**config.mk**
```make
export PLATFORM = sky130hd
export DESIGN_NAME = rgb_pwm_sequencer_flat
export DESIGN_NICKNAME = d
export VERILOG_FILES = /design/src/rtl/rgb_pwm_sequencer_if.sv /design/src/rtl/rgb_pwm_sequencer.sv /design/src/flat_wrapper.sv
export SDC_FILE = /design/constraint.sdc
export NUM_CORES = 1
export LEC_CHECK = 0
export BUFFER_PORTS_ARGS = -buffer_cell sky130_fd_sc_hd__clkbuf_2
export CAP_MARGIN = 20
export CORE_ASPECT_RATIO = 1.25
export CORE_MARGIN = 2
export CORE_UTILIZATION = 25
export DETAILED_ROUTE_END_ITERATION = 8
export PLACE_DENSITY = 0.36
export SLEW_MARGIN = 20
export SYNTH_ARGS = -nofsm -noshare
export SYNTH_HDL_FRONTEND = slang
export SYNTH_SLANG_ARGS = --single-unit
```
**constraint.sdc**
```tcl
create_clock -name hw_clk -period 6.7 [get_ports hw_clk]
set_input_delay 0 -clock hw_clk [delete_from_list [all_inputs] [get_ports hw_clk]]
set_output_delay 0 -clock hw_clk [all_outputs]
set_load 0.02 [all_outputs]
```
**src/rtl/rgb_pwm_sequencer_if.sv**
```systemverilog
`default_nettype none
// ============================================================================
//  Module      : rgb_pwm_sequencer_if
//  Description : Configuration and output bundle of the RGB PWM sequencer.
//                master : drives prescale and the channel config write port,
//                         observes pwm_out / frame_strobe.
//                slave  : the sequencer itself.
//  Signals     : prescale     - tick every prescale+1 clocks
//                cfg_wr       - one-clock channel config write strobe
//                cfg_ch       - target channel (out-of-range writes ignored)
//                cfg_mode     - 00 OFF, 01 STATIC, 10 BLINK, 11 BREATHE
//                cfg_duty     - target duty (on-ticks per frame)
//                cfg_period   - frames per blink half-period / breathe step - 1
//                pwm_out      - registered PWM outputs, one per channel
//                frame_strobe - one-clock pulse at the PWM counter wrap
//  Revision    : 1.0 - initial release
// ============================================================================
interface rgb_pwm_sequencer_if #(
   parameter int CHANNELS      = 3,
   parameter int PWM_BITS      = 8,
   parameter int PRESCALE_BITS = 16,
   parameter int PERIOD_BITS   = 8
);
   localparam int c_CH_W = (CHANNELS > 1) ? $clog2(CHANNELS) : 1;

   logic [PRESCALE_BITS-1:0] prescale;
   logic                     cfg_wr;
   logic [c_CH_W-1:0]        cfg_ch;
   logic [1:0]               cfg_mode;
   logic [PWM_BITS-1:0]      cfg_duty;
   logic [PERIOD_BITS-1:0]   cfg_period;
   logic [CHANNELS-1:0]      pwm_out;
   logic                     frame_strobe;

   modport master (
      output prescale, cfg_wr, cfg_ch, cfg_mode, cfg_duty, cfg_period,
      input  pwm_out, frame_strobe
   );

   modport slave (
      input  prescale, cfg_wr, cfg_ch, cfg_mode, cfg_duty, cfg_period,
      output pwm_out, frame_strobe
   );
endinterface
`default_nettype wire

```
**src/rtl/rgb_pwm_sequencer.sv**
```systemverilog
`default_nettype none
// ============================================================================
//  Module      : rgb_pwm_sequencer
//  Description : Multi-channel LED PWM sequencer. A shared prescaler and PWM
//                frame counter feed per-channel pattern engines (OFF, STATIC,
//                BLINK, BREATHE). Channel config is double buffered: writes
//                land in shadow registers and go live only at a frame wrap,
//                so outputs never show a partial pulse.
//  Ports       : hw_clk - single rising-edge clock
//                hw_rst - asynchronous active-high reset
//                bus    - rgb_pwm_sequencer_if.slave (config in, PWM out)
//  Revision    : 1.0 - initial release
// ============================================================================
module rgb_pwm_sequencer #(
   parameter int CHANNELS      = 3,
   parameter int PWM_BITS      = 8,
   parameter int PRESCALE_BITS = 16,
   parameter int PERIOD_BITS   = 8
) (
   input  wire logic           hw_clk,
   input  wire logic           hw_rst,
   rgb_pwm_sequencer_if.slave  bus
);
   localparam int c_CH_W = (CHANNELS > 1) ? $clog2(CHANNELS) : 1;

   localparam logic [1:0] c_MODE_OFF     = 2'b00;
   localparam logic [1:0] c_MODE_STATIC  = 2'b01;
   localparam logic [1:0] c_MODE_BLINK   = 2'b10;
   localparam logic [1:0] c_MODE_BREATHE = 2'b11;

   localparam logic [PWM_BITS-1:0] c_CNT_MAX = '1;

   logic [PRESCALE_BITS-1:0] r_pre_cnt;
   logic [PWM_BITS-1:0]      r_pwm_cnt;
   logic                     w_tick;
   logic                     w_boundary;
   logic [CHANNELS-1:0]      w_cmp;
   logic [CHANNELS-1:0]      r_pwm_out;
   logic                     r_frame_strobe;

   // ">=" rather than "==" so that lowering prescale below the running count
   // ticks on the next clock instead of waiting for the counter to wrap.
   assign w_tick     = (r_pre_cnt >= bus.prescale);
   assign w_boundary = w_tick && (r_pwm_cnt == c_CNT_MAX);

   always_ff @(posedge hw_clk or posedge hw_rst) begin
      if (hw_rst) begin
         r_pre_cnt <= '0;
         r_pwm_cnt <= '0;
      end else if (w_tick) begin
         r_pre_cnt <= '0;
         r_pwm_cnt <= r_pwm_cnt + PWM_BITS'(1);
      end else begin
         r_pre_cnt <= r_pre_cnt + PRESCALE_BITS'(1);
      end
   end

   // ------------------------------------------------------------------------
   //  Per-channel pattern engine
   // ------------------------------------------------------------------------
   for (genvar i = 0; i < CHANNELS; i++) begin : g_ch
      logic [1:0]             r_sh_mode;
      logic [PWM_BITS-1:0]    r_sh_duty;
      logic [PERIOD_BITS-1:0] r_sh_period;
      logic [1:0]             r_mode;
      logic [PWM_BITS-1:0]    r_duty;
      logic [PERIOD_BITS-1:0] r_period;
      logic [PERIOD_BITS-1:0] r_fcnt;
      logic                   r_phase;
      logic                   r_dir_down;
      logic [PWM_BITS-1:0]    r_eff;

      logic                   w_wr_hit;
      logic                   w_mode_chg;
      logic                   w_step;
      logic [PERIOD_BITS-1:0] w_fcnt_nxt;
      logic                   w_phase_nxt;
      logic                   w_dir_nxt;
      logic [PWM_BITS-1:0]    w_eff_nxt;

      // Channel numbers at or above CHANNELS never match any engine.
      assign w_wr_hit = bus.cfg_wr && (bus.cfg_ch == c_CH_W'(i));

      // Next-frame state, evaluated against the shadow set that is about to
      // become active. The step decision uses the period of the frame that
      // is ending.
      always_comb begin
         w_mode_chg  = (r_sh_mode != r_mode);
         w_step      = !w_mode_chg && (r_fcnt == r_period);
         w_fcnt_nxt  = (w_mode_chg || w_step) ? '0 : r_fcnt + PERIOD_BITS'(1);
         w_phase_nxt = w_mode_chg ? 1'b1 : r_phase;
         w_dir_nxt   = w_mode_chg ? 1'b0 : r_dir_down;
         w_eff_nxt   = '0;
         case (r_sh_mode)
            c_MODE_STATIC: begin
               w_eff_nxt = r_sh_duty;
            end
            c_MODE_BLINK: begin
               if (w_step) begin
                  w_phase_nxt = ~r_phase;
               end
               w_eff_nxt = w_phase_nxt ? r_sh_duty : '0;
            end
            c_MODE_BREATHE: begin
               w_eff_nxt = r_eff;
               if (w_mode_chg) begin
                  w_eff_nxt = '0;
               end else if (r_sh_duty < r_eff) begin
                  // Duty lowered under the current level: snap down and
                  // keep falling from there.
                  w_eff_nxt = r_sh_duty;
                  w_dir_nxt = 1'b1;
               end else if (w_step && (r_sh_duty != '0)) begin
                  if (!r_dir_down) begin
                     if (r_eff == r_sh_duty) begin
                        w_dir_nxt = 1'b1;
                        w_eff_nxt = r_eff - PWM_BITS'(1);
                     end else begin
                        w_eff_nxt = r_eff + PWM_BITS'(1);
                     end
                  end else begin
                     if (r_eff == '0) begin
                        w_dir_nxt = 1'b0;
                        w_eff_nxt = PWM_BITS'(1);
                     end else begin
                        w_eff_nxt = r_eff - PWM_BITS'(1);
                     end
                  end
               end
            end
            default: begin
               w_eff_nxt = '0;
            end
         endcase
      end

      always_ff @(posedge hw_clk or posedge hw_rst) begin
         if (hw_rst) begin
            r_sh_mode   <= c_MODE_OFF;
            r_sh_duty   <= '0;
            r_sh_period <= '0;
            r_mode      <= c_MODE_OFF;
            r_duty      <= '0;
            r_period    <= '0;
            r_fcnt      <= '0;
            r_phase     <= 1'b0;
            r_dir_down  <= 1'b0;
            r_eff       <= '0;
         end else begin
            // Active set loads the pre-write shadow, so a write coinciding
            // with the boundary takes effect one frame later.
            if (w_boundary) begin
               r_mode     <= r_sh_mode;
               r_duty     <= r_sh_duty;
               r_period   <= r_sh_period;
               r_fcnt     <= w_fcnt_nxt;
               r_phase    <= w_phase_nxt;
               r_dir_down <= w_dir_nxt;
               r_eff      <= w_eff_nxt;
            end
            if (w_wr_hit) begin
               r_sh_mode   <= bus.cfg_mode;
               r_sh_duty   <= bus.cfg_duty;
               r_sh_period <= bus.cfg_period;
            end
         end
      end

      assign w_cmp[i] = (r_pwm_cnt < r_eff);
   end : g_ch

   // frame_strobe is registered alongside pwm_out, so it marks the clock
   // that shows the last slot of the frame just ended.
   always_ff @(posedge hw_clk or posedge hw_rst) begin
      if (hw_rst) begin
         r_pwm_out      <= '0;
         r_frame_strobe <= 1'b0;
      end else begin
         r_pwm_out      <= w_cmp;
         r_frame_strobe <= w_boundary;
      end
   end

   assign bus.pwm_out      = r_pwm_out;
   assign bus.frame_strobe = r_frame_strobe;
endmodule
`default_nettype wire

```
**src/flat_wrapper.sv**
```systemverilog
// flat-port wrapper written by rule: the top's interface ports become plain ports
module rgb_pwm_sequencer_flat 
#(
   parameter int CHANNELS      = 3,
   parameter int PWM_BITS      = 8,
   parameter int PRESCALE_BITS = 16,
   parameter int PERIOD_BITS   = 8
)
  (hw_clk, hw_rst, bus_prescale, bus_cfg_wr, bus_cfg_ch, bus_cfg_mode, bus_cfg_duty, bus_cfg_period, bus_pwm_out, bus_frame_strobe);
  rgb_pwm_sequencer_if #(.CHANNELS(CHANNELS), .PWM_BITS(PWM_BITS), .PRESCALE_BITS(PRESCALE_BITS), .PERIOD_BITS(PERIOD_BITS)) bus_i ();
  input  wire logic hw_clk;
  input  wire logic hw_rst;
  input wire logic [$bits(bus_i.prescale)-1:0] bus_prescale;
  input wire logic [$bits(bus_i.cfg_wr)-1:0] bus_cfg_wr;
  input wire logic [$bits(bus_i.cfg_ch)-1:0] bus_cfg_ch;
  input wire logic [$bits(bus_i.cfg_mode)-1:0] bus_cfg_mode;
  input wire logic [$bits(bus_i.cfg_duty)-1:0] bus_cfg_duty;
  input wire logic [$bits(bus_i.cfg_period)-1:0] bus_cfg_period;
  output wire logic [$bits(bus_i.pwm_out)-1:0] bus_pwm_out;
  output wire logic [$bits(bus_i.frame_strobe)-1:0] bus_frame_strobe;
  assign bus_i.prescale = bus_prescale;
  assign bus_i.cfg_wr = bus_cfg_wr;
  assign bus_i.cfg_ch = bus_cfg_ch;
  assign bus_i.cfg_mode = bus_cfg_mode;
  assign bus_i.cfg_duty = bus_cfg_duty;
  assign bus_i.cfg_period = bus_cfg_period;
  assign bus_pwm_out = bus_i.pwm_out;
  assign bus_frame_strobe = bus_i.frame_strobe;
  rgb_pwm_sequencer #(.CHANNELS(CHANNELS), .PWM_BITS(PWM_BITS), .PRESCALE_BITS(PRESCALE_BITS), .PERIOD_BITS(PERIOD_BITS)) u_core (.hw_clk(hw_clk), .hw_rst(hw_rst), .bus(bus_i));
endmodule
```
==> Word-level counts from Yosys, hierarchy flattened <==
Index checks and enable logic that the tools add are counted.
{ "op_classes": {"n_addsub": 11, "n_mul": 0, "div_mod_pow": 0, "magnitude_cmp": 7, "n_eq_ne": 24, "n_shift": 0, "n_mux": 64, "n_bitwise": 3, "n_reduce_logical": 26} }
{ "ops": {"columns": ["operator", "n"], "rows": [
  ["$mux W8", 24],
  ["$pmux W8 S3", 3],
  ["$add A8 B1 Y8 const B", 7],
  ["$eq A8 B8 Y1", 6],
  ["$lt A8 B8 Y1", 6],
  ["$mux W1", 36],
  ["$logic_not A8 Y1", 3],
  ["$reduce_bool A8 Y1", 3],
  ["$sub A8 B1 Y8 const B", 3],
  ["$add A16 B1 Y16 const B", 1],
  ["$ge A16 B16 Y1", 1],
  ["$mux W16", 1],
  ["$eq A2 B2 Y1 const B", 7],
  ["$ne A4 B1 Y1 const B", 3],
  ["$logic_and A1 B1 Y1", 10],
  ["$eq A2 B1 Y1 const B", 4],
  ["$eq A8 B8 Y1 const B", 1],
  ["$ne A2 B2 Y1", 3],
  ["$reduce_and A2 Y1", 3],
  ["$logic_not A1 Y1", 3],
  ["$logic_or A1 B1 Y1", 3],
  ["$not A1 Y1", 3],
  ["$logic_not A2 Y1", 1]
]} }
{ "totals": {"register_bits": 166, "latchBits": 0, "ramBits": 0, "rom_bits": 0, "inputBits": 39, "output_inout_bits": 4, "elab_cells": 166, "n_memories": 0} }

==> Logic depth before layout (Yosys ltp) <==
Gate-level depths: netlist (run 1).
{ "depth": {"word_depth": 8, "mapped_depth": 12, "depth_no_buf": 10} }

==> Worst setup path before layout (run 1) <==
Ideal clock, no wire load.
{ "synth_timing": {"path_kind": "reg-to-reg", "from": "register u_core.g_ch[0].r_eff[1]", "to": "register u_core.g_ch[0].r_eff[1]", "setup_ps": 128, "arrival_time_ps": 2373, "path_slack_ps": 4199, "path_stages_with_launch": 11, "n_path_buf": 1, "period_less_slack_ps": 2501, "cell_sequence": "dfrtp_1 > inv_1 > ha_1 > nor2b_1 > o211ai_1 > a21boi_0 > o21bai_1 > o2111ai_1 > buf_2 > a211oi_1 > a21oi_1"} }
{ "synth_between": {"elab_chain_cells": 7, "elab_cells_between_ends": 14, "classes_between": "2 x add/sub; 1 x order compare; 2 x eq/ne; 7 x mux; 2 x reduce/logical"} }
{ "synth_rtl": {"columns": ["item", "line_no", "rtl"], "rows": [
  ["start: declaration", "rgb_pwm_sequencer.sv:71", "logic [PWM_BITS-1:0] r_eff;"],
  ["start signal: assignment", "rgb_pwm_sequencer.sv:159", "r_eff <= w_eff_nxt;"],
  ["$add A8 B1 Y8 (tied with other cells)", "rgb_pwm_sequencer.sv:119", "w_eff_nxt = r_eff + PWM_BITS'(1);"],
  ["$mux W8 (on tied branches)", "rgb_pwm_sequencer.sv:115, rgb_pwm_sequencer.sv:122", null],
  ["$mux W8", "rgb_pwm_sequencer.sv:114", "if (!r_dir_down) begin"],
  ["$mux W8", "rgb_pwm_sequencer.sv:113", "end else if (w_step && (r_sh_duty != '0)) begin"],
  ["$mux W8", "rgb_pwm_sequencer.sv:108", "end else if (r_sh_duty < r_eff) begin"],
  ["$mux W8", "rgb_pwm_sequencer.sv:106", "if (w_mode_chg) begin"],
  ["$pmux W8 S3", "rgb_pwm_sequencer.sv:94", "case (r_sh_mode)"]
]} }
Parallel ways exist; a longest one is shown, timed or not. The select of a mux whose other input is x is not followed.
A chain may end at the register's enable or synchronous reset.

==> Worst setup path in the final report (run 1) <==
{ "layout_timing": {"from": "register u_core.r_pre_cnt[2]", "to": "register u_core.g_ch[1].r_eff[3]"} }
{ "layout_between": {"elab_chain_cells": 3} }
{ "layout_rtl": {"columns": ["item", "line_no", "rtl"], "rows": [
  ["start: declaration", "rgb_pwm_sequencer.sv:33", "logic [PRESCALE_BITS-1:0] r_pre_cnt;"],
  ["start signal: assignment", "rgb_pwm_sequencer.sv:54", "r_pre_cnt <= r_pre_cnt + PRESCALE_BITS'(1);"],
  ["$ge A16 B16 Y1", "rgb_pwm_sequencer.sv:43", "assign w_tick = (r_pre_cnt >= bus.prescale);"],
  ["$logic_and A1 B1 Y1", "rgb_pwm_sequencer.sv:44", "assign w_boundary = w_tick && (r_pwm_cnt == c_CNT_MAX);"],
  ["$reduce_and A2 Y1 (no source line)", null, null],
  ["end signal: assignment", "rgb_pwm_sequencer.sv:159", null],
  ["end: declaration", "rgb_pwm_sequencer.sv:71", null]
]} }
Every way passes these cells.

==> metrics.md, run 1 <==
| Metric | Value |
|---|---|
| Pre-antenna DRT Iters | `4` |
| Total wire length | `26,540 um` |
| Post-synth EDFFs | `0` |
| Cell Area, Synth | `between 9000 and 10,000 sq um` |
| Switching Fraction | `0.2926` |
| Final min period | `3.671 ns` |
| Yosys top cell area share | `0.4205` |
| Worst Path Required | `between 7 and 8 ns` |
| Reg2reg path depth | `10` |
| Core ar. | `between 30,000 and 40,000 sq um` |
| Synth Register Bits | `166` |
| Total Neg Setup Slack | `0 ns` |
| Pwr Total | `about 2.5 mW` |
| R2R Path End | `u_core.g_ch[1].r_eff[3]` |
| Synth cell types | `slightly above 60` |
| Reg2reg start | `u_core.r_pre_cnt[2]` |
| Initial core utilization | `0.2532` |
| Post-DP HPWL | `roughly 19,000 um` |
| Status | `finished, final reports clean` |
| Hold Path Class | `primary input to register` |
| Logic gate share of total power | `0.146` |
| RD Place Congestion | `between 0.7 and 0.8` |
| I/O Buffers | `42` |
| RSZ-0062 raised after global routing | `no` |
| Synth-to-Final Area Change | `15.62%` |
| Power Internal | `1.750 mW` |
| Crit start category | `register` |
| Crit. End Element | `register` |
| Std-Cell Rows | `slightly above 80` |
| Gr usage total | `0.1381` |
| Fin. Hold Viols | `0` |
| Flop pwr share | `0.475` |
| Number of H-tree levels | `4` |
| Switching power | `approximately 0.72 mW` |
| Crit share post-route | `0.5479` |
| Final nets | `approximately 1,200` |
| FF/Latch Area | `approximately 4200 sq um` |
| Seq/Total Area, Yosys | `0.4205` |
| CTS max path bufs | `2` |
| Top FF cell, synth | `dfrtp_1` |
| Fillers | `4,132` |
| Cts bufs inserted | `17` |
| FFs w/ async S/R, synth | `1.000` |
| Yosys warnings | `0` |
| Crit path from | `u_core.r_pre_cnt[2]` |
| Syn_area_per_cell | `between 9 and 10 sq um` |
| Final setup viols | `0` |
| Hold path start | `bus_cfg_ch[1]` |
| Final ANT Viol Nets | `0` |
| Maxcap violations | `0` |
| # clock sinks | `around 170` |
| Clock Latency Late Sink | `around 0.44 ns` |
| VDD IR-drop max | `~0.10 mV` |
| Initial antenna violation count | `1` |
| Reg2reg setup slack | `3.03 ns` |
| Worst-path fanout max | `43` |
| DIE AREA | `between 40,000 and 50,000 sq um` |
| Vias in the first global route | `roughly 7,800` |
| Pleak | `between 5 and 6 nW` |
| Post-synthesis cell count | `around 1,000` |
| I/O pin total | `43` |
| Global-route wire length before repair | `44,270 um` |
| Slew margin rel. | `0.3160` |
| Gr ovfl total | `0` |
| Main area contributors after synthesis | `dfrtp_1 42%, ha_1 9.5%, mux2_2 7.9%` |
| Initial DRC count | `slightly below 400` |
| PwrDens | `roughly 220 nW/um^2` |
| Width of the chip | `roughly 180 um` |
| DR WL/cell | `16.50 um` |
| Synthesized Nets | `approximately 1,100` |
| PostCTS Resize Cnt | `0` |
| Share of cells above drive strength 1 | `0.1434` |
| Largest net degree at the start of global routing | `74` |
| Worst-path clk slew | `~0.070 ns` |
| Yosys top cell by area | `dfrtp_1` |
| CP arrival | `about 4.0 ns` |
| Hold path cells | `4` |
| Fmax | `0.2724 GHz` |
| Drt drc | `0` |
| Slew Viols, Final | `0` |
| Setup Skew | `between 0.007 and 0.008 ns` |
| Hold Path End | `u_core.g_ch[0].r_sh_duty[0]` |
| Clock power frac | `0.379` |
| Routed vias/inst | `between 4 and 5` |
| CTS root buf | `clkbuf_16` |
| CTS tree | `built` |
| Routed via count | `7,543` |
| Crit Path Class | `register to register` |
| Worst slew pin tran | `about 1 ns` |
| Area taken by multi-input logic gates | `~5400 sq um` |
| Die Ht | `between 200 and 250 um` |
synthesized netlist by cell type (all sizes together), types with 3 or more instances:
cell,count
xor2,19
nand4,21
a21o,9
ha,75
clkbuf,21
o32a,3
and2,9
nor4b,3
o31ai,14
and3,23
inv,70
nor2b,15
nor3b,4
buf,5
o2bb2ai,5
o22ai,7
nor2,54
o21ai,57
xnor2,48
a221oi,5
o211ai,3
nand2b,9
a211oi,12
nor4,12
mux2,69
o21a,3
o21bai,3
dfrtp,166
mux2i,8
a211o,4
and4,7
a21oi,46
nand3,34
nand2,144
or2,5
nor3,16
per-stage QoR:
| step | area [sq um] | hold WS [ns] | util | setup WS, ns | instances |
|---|---|---|---|---|---|
| 2_1_floorplan | 9878 | 0.1168 | - | 2.210 | 1033 |
| 3_3_place_gp | 10670 | 0.1751 | 0.2735 | 3.009 | 1554 |
| 3_5_place_dp | 10670 | 0.1807 | 0.2735 | 2.900 | 1554 |
| 4_1_cts | 11400 | 0.1109 | 0.2921 | 2.865 | 1605 |
| 5_1_grt | 11420 | 0.2093 | 0.2927 | 2.642 | 1608 |
| 6_report | 11420 | 0.1447 | 0.2927 | 3.029 | 1608 |
worst max-delay path, cell delays in order, from the launching register on:
cell	delay (ns)
dfrtp_1	0.43
ha_1	0.31
nand2_1	0.05
o21ai_1	0.15
a41oi_1	0.21
o41ai_4	0.35
buf_4	0.34
nand3_2	0.17
inv_2	0.63
nand2_1	0.45
mux2_2	0.39
worst max path at each step:
| stage | endpoint | slack [ns] | depth (start not counted) |
|---|---|---|---|
| 6_report | u_core.g_ch[1].r_eff[3] | 3.03 | 10 |
| 5_1_grt | u_core.g_ch[1].r_eff[3] | 2.64 | 10 |
| 4_1_cts | u_core.g_ch[1].r_eff[3] | 2.86 | 10 |
| 3_5_place_dp | u_core.g_ch[1].r_eff[3] | 2.90 | 10 |
| 3_3_place_gp | u_core.g_ch[1].r_eff[3] | 3.01 | 10 |
| 2_1_floorplan | u_core.bus.frame_strobe | 2.21 | 1 |
power by group through the flow:
stage	clock network [mW]	logic (mW)	registers [mW]
2_1_floorplan	0	0.267	1.16
3_3_place_gp	0	0.353	1.20
3_5_place_dp	0	0.357	1.20
4_1_cts	0.976	0.368	1.18
5_1_grt	1.02	0.417	1.19
6_report	0.938	0.360	1.18
state kept, by name, summed over array words and instances (netlist names):
signal and cells:
u_core.g_ch.r_eff 24, u_core.g_ch.r_fcnt 24, u_core.g_ch.r_period 24, u_core.g_ch.r_sh_duty 24
u_core.g_ch.r_sh_period 24, u_core.r_pre_cnt 16, u_core.r_pwm_cnt 8, u_core.g_ch.r_mode 6
u_core.g_ch.r_sh_mode 6, u_core.bus.pwm_out 3, u_core.g_ch.r_dir_down 3, u_core.g_ch.r_phase 3
u_core.bus.frame_strobe 1
cells by family after synthesis:
| logic type | share of synthesized area |
|---|---|
| compound gates | 0.1235 |
| xor+xnor | 0.05940 |
| buf+inv | 0.03699 |
| simple gates | 0.1778 |
| flops | 0.4205 |
| mux | 0.08676 |
| fa+ha+maj | 0.09500 |
layout make-up:
type | count | share of cell area
sequential | 166 | 0.3637
inverter | 70 | 0.02344
tap | 498 | 0.05456
timing repair buffer | 70 | 0.04141
multi-input combinational | 771 | 0.4697
clock buffer | 22 | 0.04064
antenna | 1 | 0.0002191
clock inverter | 10 | 0.006354
cells in the final DEF (no fill, tap or decap), types with 19 or more instances in the layout:
cell type / netlist / final
dlygate4sd3_1: 0 / 19
xor2_1: 19 / 19
ha_1: 75 / 75
nand4_1: 21 / 21
inv_1: 69 / 68
a21oi_1: 46 / 46
clkbuf_2: 0 / 42
dfrtp_1: 166 / 166
mux2_2: 69 / 69
nor2_1: 54 / 54
nand2_1: 144 / 144
xnor2_1: 48 / 48
o21ai_0: 53 / 53
and3_1: 23 / 23
nand3_1: 33 / 33
layer usage:
metal  track usage  routed length, um  vias up
met1        0.1738              12440     3669
met5             0                  0        -
li1              -                  -     3778
met4       0.04590                388        0
met3       0.01919                463       21
met2        0.2430              13240       75
what timing repair did:
item,in CTS,in global routing
buffers inserted,0,0
hold endpoints to repair,125,0
hold buffers,19,0
No activity file was read; power rests on OpenSTA's default activity.
==> run 2, diff against run 1 <==
Settings changed: ABC_AREA from default to 1.
Clock period 6.7 ns to 3.6 ns, I/O delays scaled along.
==> run 2 against run 1 <==
The flow now finishes with violations (negative hold slack). Hold slack got worse by 0.15 ns. Largest power group unchanged. Fmax rose by 40%. Synthesized cell count rose by 51%. First-iteration DRC count rose by 11%. Critical endpoint is now u_core.g_ch[0].r_eff[4].
==> metrics.md, run 2 <==
| Metric | Value |
|---|---|
| Status | `complete, but fails checks (was finished, final reports clean)` |
| Failing checks | `negative hold slack` |
| Worst-path clk slew | `0.07 ns (about the same)` |
| Global-route wire length before repair | `53,360 um (was 44,270 um)` |
| Crit. End Element | `register (unchanged)` |
| I/O Buffers | `42 (unchanged)` |
| Final setup viols | `0 (unchanged)` |
| VDD IR-drop max | `0.3314 mV (was 0.1020 mV)` |
| CTS tree | `built (unchanged)` |
| Routed vias/inst | `4.451 (was 4.691)` |
| Fillers | `4,749 (was 4,132)` |
| DR WL/cell | `14.92 um (was 16.50 um)` |
| Hold Path Class | `primary input to register (unchanged)` |
| Area taken by multi-input logic gates | `5908 sq um (was 5364 sq um)` |
| Maxcap violations | `0 (unchanged)` |
| Width of the chip | `191.0 um (was 181.8 um)` |
| Final ANT Viol Nets | `0 (unchanged)` |
| Pre-antenna DRT Iters | `5 (was 4)` |
| # clock sinks | `166 (unchanged)` |
| Routed via count | `9,748 (was 7,543)` |
| Total Neg Setup Slack | `0 ns (unchanged)` |
| FFs w/ async S/R, synth | `1.000 (unchanged)` |
| CP arrival | `3.00 ns (was 3.99 ns)` |
| Number of H-tree levels | `4 (unchanged)` |
| Synth cell types | `38 (was 61)` |
| Total wire length | `32,670 um (was 26,540 um)` |
| Top post-synthesis cells by count | `556 x nand2_1, 186 x inv_1, 166 x dfrtp_1 (was 166 x dfrtp_1, 144 x nand2_1, 75 x ha_1)` |
| Fin Hold WS | `-0.006314 ns (was 0.1447 ns)` |
| Gr usage total | `0.1516 (was 0.1381)` |
| Pleak | `6.662 nW (was 5.302 nW)` |
| Cts bufs inserted | `17 (unchanged)` |
| Synth-to-Final Area Change | `14.99% (was 15.62%)` |
| Final nets | `1,726 (was 1,210)` |
| Initial core utilization | `0.2537 (was 0.2532)` |
| Yosys top cell area share | `0.3802 (was 0.4205)` |
| Fin. Hold Viols | `2 (was 0)` |
| Core ar. | `43,070 sq um (was 39,020 sq um)` |
| RSZ-0062 raised after global routing | `no (unchanged)` |
| Cell Area, Synth | `10,930 sq um (was 9878 sq um)` |
| Commonest non-fill, non-tap cell in the layout | `nand2_1 (was dfrtp_1)` |
| Post-CTS Setup Bufs | `0 (unchanged)` |
| Vias in the first global route | `9,605 (was 7,813)` |
| PwrDens | `456.0 nW/um^2 (was 216.6 nW/um^2)` |
| Diode count | `0 (was 1)` |
| Share of cells above drive strength 1 | `0.06092 (was 0.1434)` |
| Top-count cell post-synth | `nand2_1 (was dfrtp_1)` |
| RD Place Congestion | `0.8228 (was 0.7646)` |
| Yosys top cell by area | `dfrtp_1 (unchanged)` |
| Post-synthesis cell count | `1,558 (was 1,033)` |
| Crit start category | `register (unchanged)` |
| Most frequent cells in the layout | `555 x nand2_1, 185 x inv_1, 166 x dfrtp_1 (was 166 x dfrtp_1, 144 x nand2_1, 75 x ha_1)` |
| DIE AREA | `45,400 sq um (was 41,130 sq um)` |
| Placed insts | `2,141 (was 1,554)` |
| Worst Path Required | `3.99 ns (was 7.02 ns)` |
| Yosys warnings | `0 (unchanged)` |
| Slew margin rel. | `0.4186 (was 0.3160)` |
| Std-Cell Rows | `85 (was 81)` |
| Main area contributors after synthesis | `dfrtp_1 38%, nand2_1 19%, ha_1 8.6% (was dfrtp_1 42%, ha_1 9.5%, mux2_2 7.9%)` |
| Post-synth EDFFs | `0 (unchanged)` |
| Synth Register Bits | `166 (unchanged)` |
| Initial antenna violation count | `0 (was 1)` |
| Crit Path Class | `register to register (unchanged)` |
| Worst-path fanout max | `14 (was 43)` |
| FF/Latch Area | `4154 sq um (unchanged)` |
| Top FF cell, synth | `dfrtp_1 (unchanged)` |
| Drt drc | `0 (unchanged)` |
| Largest net degree at the start of global routing | `142 (was 74)` |
| Final min period | `2.613 ns (was 3.671 ns)` |
| PostCTS Resize Cnt | `0 (unchanged)` |
| Worst slew pin tran | `0.8721 ns (was 1.023 ns)` |
| CTS root buf | `clkbuf_16 (unchanged)` |
| Initial DRC count | `437 (was 394)` |
| Slew Viols, Final | `0 (unchanged)` |
| Syn_area_per_cell | `7.013 sq um (was 9.563 sq um)` |
| Layout Cells excl Fill | `2,190 (was 1,608)` |
| Clock Latency Late Sink | `0.46 ns (was 0.44 ns)` |
| Post-DP HPWL | `24,100 um (was 19,010 um)` |
| Synthesized Nets | `1,672 (was 1,147)` |
| CTS max path bufs | `2 (unchanged)` |
| I/O pin total | `43 (unchanged)` |
| Die Ht | `237.7 um (was 226.2 um)` |
| Setup Skew | `0.01658 ns (was 0.007491 ns)` |
| Crit share post-route | `0.7259 (was 0.5479)` |
| Fmax | `0.3827 GHz (was 0.2724 GHz)` |
| Gr ovfl total | `0 (unchanged)` |
| Seq/Total Area, Yosys | `0.3802 (was 0.4205)` |
-- run 2: cell count changes after synthesis, sizes merged, moves of 15 or more --
cell and change:
nand2 +413, inv +117, o21ai +77, mux2 -69
nand3 +68, nor2 +61, xnor2 -39, and3 -23
nor2b -15, xor2 +15
-- run 2: metrics by stage --
stage	hold WS [ns]	area [sq um]	power [mW]	util	worst slack, ns
after floorplan	0.1759	10930	3.346	-	1.487
final	-0.006314	12560	5.729	0.2917	0.9869
after detailed placement	0.1476	11790	3.845	0.2738	0.9727
after CTS	0.009354	12560	5.846	0.2916	0.9434
after global routing	0.02489	12560	6.190	0.2917	0.6093
after global placement	0.1419	11790	3.839	0.2738	0.9722
-- run 2: path summary, 6_finish.rpt --
path	depth (start not counted)	slack [ns]	to	start
worst max-delay path	12	0.99	u_core.g_ch[0].r_eff[4]	u_core.g_ch[0].r_eff[3]
worst min-delay path	3	-0.006	u_core.g_ch[0].r_sh_period[5]	bus_cfg_period[5]
worst max register to register	12	0.99	u_core.g_ch[0].r_eff[4]	u_core.g_ch[0].r_eff[3]
worst min register to register	2	0.48	u_core.g_ch[2].r_sh_period[4]	u_core.g_ch[2].r_sh_period[4]
max in group asynchronous	4	2.64	u_core.r_pwm_cnt[7]	hw_rst
min in group asynchronous	4	0.21	u_core.g_ch[2].r_sh_period[6]	hw_rst
-- run 2: logic make-up after synthesis --
family / count (synthesis) / share of synthesized area
DFF: 166 / 0.3802
AOI/OAI and AO/OA: 209 / 0.1024
xor gates and xnor gates: 43 / 0.03447
adders and majority gates: 75 / 0.08589
and+or+nand+nor: 841 / 0.3178
buffers and inverters: 224 / 0.07925
-- run 2: power breakdown --
| part | switching (mW) | internal, mW |
|---|---|---|
| combinational | 0.886 | 0.529 |
| clock | 0.865 | 1.07 |
| sequential | 0.298 | 2.08 |
| total | 2.05 | 3.68 |
-- run 2: cell type report --
| cell class | instances | area share |
|---|---|---|
| Tap cell | 565 | 0.05627 |
| Clock buffer | 21 | 0.03665 |
| Clock inverter | 11 | 0.01086 |
| Sequential cell | 166 | 0.3306 |
| Timing Repair Buffer | 69 | 0.03824 |
| Inverter | 190 | 0.05707 |
| Multi-Input combinational cell | 1168 | 0.4703 |
-- run 2: layer usage --
layer	track usage	vias up	part of all wire
li1	-	5093	-
met1	0.1989	4516	0.47
met2	0.2563	118	0.48
met3	0.02111	21	0.024
met4	0.04722	0	0.017
met5	0	-	0
-- run 2: repair_timing --
item,4_1_cts,5_1_grt
setup endpoints to repair,0,0
hold buffers,17,0
endpoints found under the hold margin,213,0
-- run 2: critical path, cell delays in order (launching register included) --
cell and delay, ns:
dfrtp_1 0.41, clkinv_1 0.27, ha_1 0.39, nand2_1 0.06, o21ai_0 0.15, nand2_1 0.11, nand2_1 0.37, inv_1 0.14
nor2_1 0.18, nand2_1 0.07, nand2_1 0.24, nand2_1 0.08, nand2_1 0.07
